## config.mk

```make
export PLATFORM = sky130hd
export DESIGN_NAME = mem_bus_rr_arbiter
export DESIGN_NICKNAME = d
export VERILOG_FILES = /design/src/rtl/mem_bus_rr_arbiter_pkg.sv /design/src/rtl/mem_bus_rr_arbiter_picker.sv /design/src/rtl/mem_bus_rr_arbiter.sv
export SDC_FILE = /design/constraint.sdc
export NUM_CORES = 1
export LEC_CHECK = 0
export CAP_MARGIN = 20
export CORE_AREA = 3 3 262 264
export DETAILED_ROUTE_END_ITERATION = 10
export DIE_AREA = 0 0 265 267
export GPL_ROUTABILITY_DRIVEN = 0
export PLACE_DENSITY = 0.5
export SKIP_LAST_GASP = 1
export SYNTH_ARGS = -nofsm -noshare
export SYNTH_HDL_FRONTEND = slang
export SYNTH_SLANG_ARGS = --single-unit
```

## constraint.sdc

```tcl
create_clock -name clk_i -period 2.85 [get_ports clk_i]
set_input_delay 0.855 -clock clk_i [delete_from_list [all_inputs] [get_ports clk_i]]
set_output_delay 0.855 -clock clk_i [all_outputs]
set_load 0.02 [all_outputs]
```

## src/rtl/mem_bus_rr_arbiter_pkg.sv

```systemverilog
// mem_bus_rr_arbiter_pkg: ceres_param slice holding the lowX bus types and the arbiter state/config
package ceres_param;
    localparam int BLK_W = 64;
    localparam int MEM_ARB_NUM_REQ = 3;

    typedef enum logic [2:0] {
        SIZE_B    = 3'b000,
        SIZE_H    = 3'b001,
        SIZE_W    = 3'b010,
        SIZE_D    = 3'b011,
        SIZE_LINE = 3'b100,
        NO_SIZE   = 3'b111
    } mem_size_e;

    typedef struct packed {
        logic             valid;
        logic             rw;
        mem_size_e        rw_size;
        logic [31:0]      addr;
        logic [BLK_W-1:0] blk;
    } lowX_req_t;

    typedef struct packed {
        logic             valid;
        logic             ready;
        logic [BLK_W-1:0] blk;
    } lowX_res_t;

    typedef enum logic {ARB_IDLE, ARB_BUSY} mem_arb_state_e;
endpackage

```

## src/rtl/mem_bus_rr_arbiter_picker.sv

```systemverilog
// rr_picker: combinational round-robin search over a pending vector, starting at start and wrapping modulo N
module rr_picker #(
    parameter int N = 3,
    parameter int W = $clog2(N)
) (
    input  logic [N-1:0] pend,
    input  logic [W-1:0] start,
    input  logic [N-1:0] excl,
    output logic         found,
    output logic [W-1:0] idx
);
    logic [N-1:0] cand;

    assign cand = pend & ~excl;

    // Scan offsets from the far end back to start so the closest candidate is written last
    always_comb begin
        int c;
        c = 0;
        found = 1'b0;
        idx = '0;
        for (int k = N - 1; k >= 0; k--) begin
            c = int'(start) + k;
            c = (c >= N) ? c - N : c;
            if (cand[c[W-1:0]]) begin
                found = 1'b1;
                idx = c[W-1:0];
            end
        end
    end
endmodule

```

## src/rtl/mem_bus_rr_arbiter.sv

```systemverilog
// mem_bus_rr_arbiter: round-robin sharing of the lowX memory bus among NUM_REQ one-entry request slots (watchdog under MEM_ARB_TIMEOUT_EN)
module mem_bus_rr_arbiter
    import ceres_param::*;
#(
    parameter int NUM_REQ     = MEM_ARB_NUM_REQ,
    parameter int TIMEOUT_CYC = 1024
) (
    input  logic                       clk_i,
    input  logic                       rst_ni,
    input  lowX_req_t                  req_i [NUM_REQ],
    output lowX_res_t                  res_o [NUM_REQ],
    output lowX_req_t                  mem_bus_req_o,
    input  lowX_res_t                  mem_bus_res_i,
    output logic [$clog2(NUM_REQ)-1:0] grant_id_o,
    output logic                       busy_o,
    output logic                       timeout_o
);
    localparam int IW = $clog2(NUM_REQ);
    localparam lowX_req_t IDLE_REQ = '{rw_size: NO_SIZE, default: 0};

    mem_arb_state_e     state_q, state_d;
    logic [IW-1:0]      grant_q, grant_d, last_q, last_d, pick_start, pick_idx;
    logic [NUM_REQ-1:0] pend_q, pick_excl;
    lowX_req_t          slot_q [NUM_REQ];
    logic               busy, fire, resp, pick_found, unused_ready;

    function automatic logic [IW-1:0] wrap_inc(input logic [IW-1:0] x);
        return (x == IW'(NUM_REQ - 1)) ? '0 : x + 1'b1;
    endfunction

`ifdef MEM_ARB_TIMEOUT_EN
    logic [31:0] cnt_q;

    assign fire = busy && !mem_bus_res_i.valid && (cnt_q == 32'(TIMEOUT_CYC - 1));

    // Watchdog restarts on every entry into BUSY and counts while waiting for memory
    always_ff @(posedge clk_i or negedge rst_ni) begin
        if (!rst_ni) cnt_q <= '0;
        else if (state_d == ARB_BUSY && (!busy || resp)) cnt_q <= '0;
        else if (busy) cnt_q <= cnt_q + 1'b1;
    end
`else
    logic unused_timeout;

    assign fire = 1'b0;
    assign unused_timeout = (TIMEOUT_CYC == 0);
`endif

    assign busy         = state_q == ARB_BUSY;
    assign resp         = busy && (mem_bus_res_i.valid || fire);
    assign pick_start   = busy ? wrap_inc(grant_q) : wrap_inc(last_q);
    assign pick_excl    = busy ? (NUM_REQ'(1) << grant_q) : '0;
    assign grant_id_o   = grant_q;
    assign busy_o       = busy;
    assign timeout_o    = fire;
    assign unused_ready = mem_bus_res_i.ready;

    rr_picker #(.N(NUM_REQ), .W(IW)) u_picker (
        .pend  (pend_q),
        .start (pick_start),
        .excl  (pick_excl),
        .found (pick_found),
        .idx   (pick_idx)
    );

    // Next state: claim a winner from IDLE, and on a response hand straight over or drop to IDLE
    always_comb begin
        state_d = state_q;
        grant_d = grant_q;
        last_d  = last_q;
        if (!busy || resp) begin
            state_d = pick_found ? ARB_BUSY : ARB_IDLE;
            grant_d = pick_found ? pick_idx : grant_q;
        end
        if (resp) last_d = grant_q;
    end

    // FSM registers; last_q starts at the top slot so slot 0 has first priority
    always_ff @(posedge clk_i or negedge rst_ni) begin
        if (!rst_ni) begin
            state_q <= ARB_IDLE;
            grant_q <= '0;
            last_q  <= IW'(NUM_REQ - 1);
        end else begin
            state_q <= state_d;
            grant_q <= grant_d;
            last_q  <= last_d;
        end
    end

    // Request slots: capture a pulse into an empty slot, free the slot once it is served
    always_ff @(posedge clk_i or negedge rst_ni) begin
        if (!rst_ni) begin
            pend_q <= '0;
            for (int i = 0; i < NUM_REQ; i++) slot_q[i] <= IDLE_REQ;
        end else begin
            for (int i = 0; i < NUM_REQ; i++) begin
                if (resp && grant_q == IW'(i)) begin
                    pend_q[i] <= 1'b0;
                end else if (req_i[i].valid && !pend_q[i]) begin
                    pend_q[i] <= 1'b1;
                    slot_q[i] <= req_i[i];
                end
            end
        end
    end

    // Drive the granted slot onto the bus and route the response back with zero latency
    always_comb begin
        mem_bus_req_o = IDLE_REQ;
        if (busy) begin
            mem_bus_req_o = slot_q[grant_q];
            mem_bus_req_o.valid = 1'b1;
        end
        for (int i = 0; i < NUM_REQ; i++) begin
            res_o[i].valid = resp && grant_q == IW'(i);
            res_o[i].ready = !pend_q[i];
            res_o[i].blk   = (res_o[i].valid && mem_bus_res_i.valid) ? mem_bus_res_i.blk : '0;
        end
    end
endmodule
```

# After elaboration in Yosys (flattened, before gate mapping)
# Cells that the tools add are included.
[word_totals]
ff_bits = 311
input_bits = 371
wordCells = 101
output_inout_bits = 303
[op_classes]
bitwise_logic = 6
n_eq_ne = 3
n_lt_le_gt_ge = 7
n_reduce_logical = 23
shifts = 1
add_sub_neg = 7
muxes = 33
[ops]
columns = ["operator", "count"]
rows = [
  ["binary-select mux 101 bit (select 2 bit)", 1],
  ["2-to-1 mux 100 bit", 2],
  ["2-to-1 mux 64 bit", 3],
  ["2-to-1 mux 101 bit", 1],
  ["2-to-1 mux 2 bit", 9],
  ["2-to-1 mux 1 bit", 13],
  ["logical AND 1 bit", 10],
  ["< comparator 2 x 3 -> 1 bit, second input constant", 3],
  ["AND reduction 2 bit", 4],
  ["binary-select mux 1 bit (select 2 bit)", 3],
  [">= comparator 3 x 2 -> 1 bit, second input constant", 2],
  ["nonzero test 2 bit", 3],
  ["adder 2 x 1 -> 2 bit, second input constant", 2],
  ["equality test 2 bit, second input constant", 2],
  ["zero test 1 bit", 4],
  ["subtractor 2 x 1 -> 2 bit, second input constant", 2],
  ["adder 2 x 1 -> 3 bit, second input constant", 1],
  ["adder 2 x 2 -> 3 bit, second input constant", 1],
  ["AND 3 bit", 1],
  [">= comparator 3 bit, second input constant", 1],
  ["2-to-1 mux 3 bit", 1],
  ["inverter 1 bit", 3],
  ["inverter 2 -> 3 bit", 1],
  ["inverter 3 bit", 1],
  ["6 further kinds", 6],
]

# Depth between registers and ports, before layout
[depth]
word_depth = 12
mapped_depth = 10
depth_no_buf = 9

# Cells and area by module
# Synthesis repeated with hierarchy kept, for this count alone.
[unflattened]
cells_unflattened = 1259
area_unflattened_um2 = 16196.8
[by_module_without_submodules]
columns = ["mod", "area_each_um2", "cells_each", "instances"]
rows = [
  ["mem_bus_rr_arbiter", 16044.1, 1235, 1],
  ["rr_picker", 152.6, 24, 1],
]

# Least setup slack after synthesis
# Ideal clock, no wire load.
[synth_timing]
path_type = "input to output"
startpoint = "in mem_bus_res_i[65] in the netlist's numbering"
endpoint = "out res_o[100] in the netlist's numbering"
required_time_ps = 1995
path_buffers = 2
path_slack_ps = 80
cell_stages = 5
arrival_time_ps = 1915
cell_sequence = "nand2_2 -> nor3_1 -> buf_1 -> clkbuf_1 -> and2_1"
[synth_lines]
columns = ["item", "line", "rtl"]
rows = [
  ["start, declared", "mem_bus_rr_arbiter.sv:13", "input lowX_res_t mem_bus_res_i,"],
  ["end, declared", "mem_bus_rr_arbiter.sv:11", "output lowX_res_t res_o [NUM_REQ],"],
]

==> flow_metrics.py <==
metrics = {
    "clocking": {
        "cts_max_level": 2,
        "cts_sinks": 308,
        "insertion_delay_ns": 0.55,
        "cts_tree": "yes",
        "root_buffer": "clkbuf_16",
        "ctsLongestPathBuffers": 3,
        "clkTransAtPathRegs_ns": 0.06,
        "cts_buffers": 38,
    },
    "drt": {
        "antenna_left": 0,
        "vias_per_cell": 4.48,
        "drt-total-wl_mm": 74.5,
        "dr.pass1.iters": 5,
        "wl_per_cell_um": 23.9,
        "num_vias": 13991,
        "first_iter_violations": 591,
        "drc": 0,
    },
    "yosys": {
        "synthTopCellsByCount": "dfrtp_1 (298), and2_1 (290), mux2_2 (290)",
        "synthCells": 1366,
        "synth_edf_count": 0,
        "yosysMostFrequentCell": "dfrtp_1",
        "synth.distinct_cells": 46,
        "synth_flop_cell": "dfrtp_1",
        "seq_area_frac_synth_pct": 48.8,
        "synthTopCellsByArea": "dfrtp_1 (47%), mux2_2 (21%), and2_1 (11%)",
        "syn_area_per_cell_um2": 11.6,
        "yosys_warnings": 0,
        "yosysTopAreaCellShare_pct": 47.2,
        "async_flop_share_pct": 100,
        "synth-seq-cells": 308,
        "syn_nets": 1738,
        "synth_area_leader_cell": "dfrtp_1",
        "syn-cell-area_um2": 15800,
    },
    "finish": {
        "fin_cells": 3122,
        "final_area_um2": 28300,
        "nets": 2582,
        "finish.utilization_pct": 42.3,
        "fillers": 6352,
        "final_layout_size_suffix_gt1_share_pct": 50.6,
        "area_growth_pct": 78.8,
    },
    "grt": {
        "first_global_vias": 14866,
        "grt_max_degree": 68,
        "grt_first_pass_wirelength_mm": 101,
        "grt_use_total_pct": 19.3,
        "antenna_found_initial": 22,
        "gr-total-overflow": 0,
    },
    "timing": {
        "period_share_pct": 111,
        "hold_viol_final": 0,
        "timing.clock.skew_ns": 0.0221,
        "fin_crit_ns": 3.18,
        "final-setup-viol-count": 289,
        "timing.final.ws_setup_ns": -0.327,
        "clock.fmax_mhz": 315,
        "grt_setup_unrepaired": "true",
        "slew_violations": 0,
        "fin_setup_tns_ns": -52.73,
    },
    "pwr": {
        "total_power_mw": 30.3,
        "max-vdd-ir-drop_v": 0.000536,
        "p_per_area_nw_per_um2": 1070,
        "p_leak_nw": 12.3,
    },
    "place": {
        "dpl-instance-area_um2": 24400,
        "io_buffers": 671,
        "place_inst": 2920,
        "hpwl_mm": 49.7,
    },
    "setup_path": {
        "critPathMostFrequentCell": "buf_6",
        "cp.buffers_inverters": 7,
        "critPathSlowestCell": "dfrtp_4",
        "crit_chain": "buf_6, buf_6, nor3_4, buf_6, buf_16, buf_8, buf_6, and2_4, buf_6",
        "criticalPathCategory": "reg -> out",
        "max_stage_delay_ns": 0.51,
        "crit_arrival_ns": 2.32,
        "crit_fanout": 5,
        "crit_path_end_kind": "primary output",
        "crit_family": "buffers and inverters",
        "start_kind": "flip-flop",
        "cp.required_ns": 2.00,
    },
    "die": {
        "fp.dieW_um": 265,
        "die_y_um": 267,
        "initial_utilization_pct": 23.7,
        "ioPinCount": 674,
        "die-area_um2": 70800,
        "num_rows": 95,
        "core_region_area_um2": 66800,
    },
    "status": {
        "status": "complete, but fails checks",
        "violations": "negative setup slack",
    },
    "job": {
        "drv_cap": 0,
    },
    "worst_hold_path": {
        "min-delay-path-class": "in -> async",
    },
}
==> area by class of cell <==
class | instances | area [µm²] | share of cell area [%]
clock inverters | 11 | 111 | 0.394
flip-flops and latches | 308 | 7730 | 27.4
repair buffers | 907 | 9970 | 35.3
inverters | 6 | 22.5 | 0.0797
diodes | 11 | 27.5 | 0.0974
multi-input cells | 949 | 8180 | 28.9
clock buffers | 57 | 1130 | 4.01
well taps | 873 | 1090 | 3.86
==> cells by family after synthesis <==
logic type / Yosys count / share of synthesized area (%)
simple gates: 426 / 15.2
mux: 404 / 28.0
flops: 308 / 48.8
compound gates: 117 / 4.06
buf+inv: 109 / 3.84
fa+ha+maj: 1 / 0.0791
other cells: 1 / 0.0237
==> timing repair <==
item | CTS | global route
endpoints found under the setup margin | 300 | 300
pin swaps | 3 | 58
cloned | 14 | 21
hold buffers | 0 | 0
buffers inserted | 30 | 66
gates resized for setup | 628 | 1207
==> cells in the final DEF, fill, tap and decap left out, types with 6 or more instances in the layout <==
cell | synthesis | layout
buf_16 | 0 | 14
mux2i_2 | 0 | 11
clkbuf_1 | 46 | 9
o21ai_2 | 0 | 9
diode_2 | 0 | 11
buf_8 | 0 | 16
buf_12 | 0 | 53
nand2_2 | 2 | 21
and2_1 | 290 | 117
clkdlybuf4s50_1 | 0 | 371
clkbuf_16 | 0 | 57
o21ai_0 | 101 | 35
mux2_1 | 11 | 11
buf_4 | 4 | 191
dfstp_2 | 10 | 10
clkbuf_2 | 0 | 6
mux2i_1 | 102 | 88
clkbuf_8 | 0 | 9
mux2_2 | 290 | 290
nor2_1 | 8 | 8
buf_6 | 22 | 228
nand2_1 | 105 | 83
o21ai_1 | 0 | 57
and2_4 | 0 | 173
dfrtp_1 | 298 | 295
==> layer usage <==
layer  GRT usage [%]  wire, µm  up-vias
met4            4.17      1430       14
met3            6.21      5830      108
met2            33.5     37100      456
li1                -         -     6375
met5               0        87        -
met1            23.3     30000     7038
==> stage by stage <==
stage | hold slack (ns) | worst slack [ns]
floorplan | 0.458 | 0.0804
global placement | 0.470 | -0.984
detailed placement | 0.478 | -0.987
CTS | 0.217 | -0.720
global route | 0.243 | -0.402
finish | 0.229 | -0.327
==> sequential cells by signal, summed over array words and instances, names as in the netlist <==
register,flops
busy_o,1
pend_q,3
slot_q,300
grant_id_o,2
last_q,2
==> power by group <==
part	internal [mW]	total [mW]	switching, mW
Combinational	9.57	17.6	7.98
Clock	2.85	4.83	1.98
Sequential	6.66	7.91	1.25
Total	19.1	30.3	11.2
==> worst paths after layout <==
kind	start	to	slack, ns	cells after the start
max	grant_id_o[0]$_DFFE_PN0P_	res_o[139]	-0.33	9
min	rst_ni	slot_q[174]$_DFFE_PN0P_	0.23	1
max reg2reg	grant_id_o[0]$_DFFE_PN0P_	grant_id_o[1]$_DFFE_PN0P_	-0.03	10
min reg2reg	slot_q[99]$_DFFE_PN0P_	slot_q[99]$_DFFE_PN0P_	0.49	1
max in group asynchronous	rst_ni	slot_q[298]$_DFFE_PN1P_	1.80	2
min in group clk_i	slot_q[99]$_DFFE_PN0P_	slot_q[99]$_DFFE_PN0P_	0.49	1
Note: power is estimated with default switching activity, not from simulation.
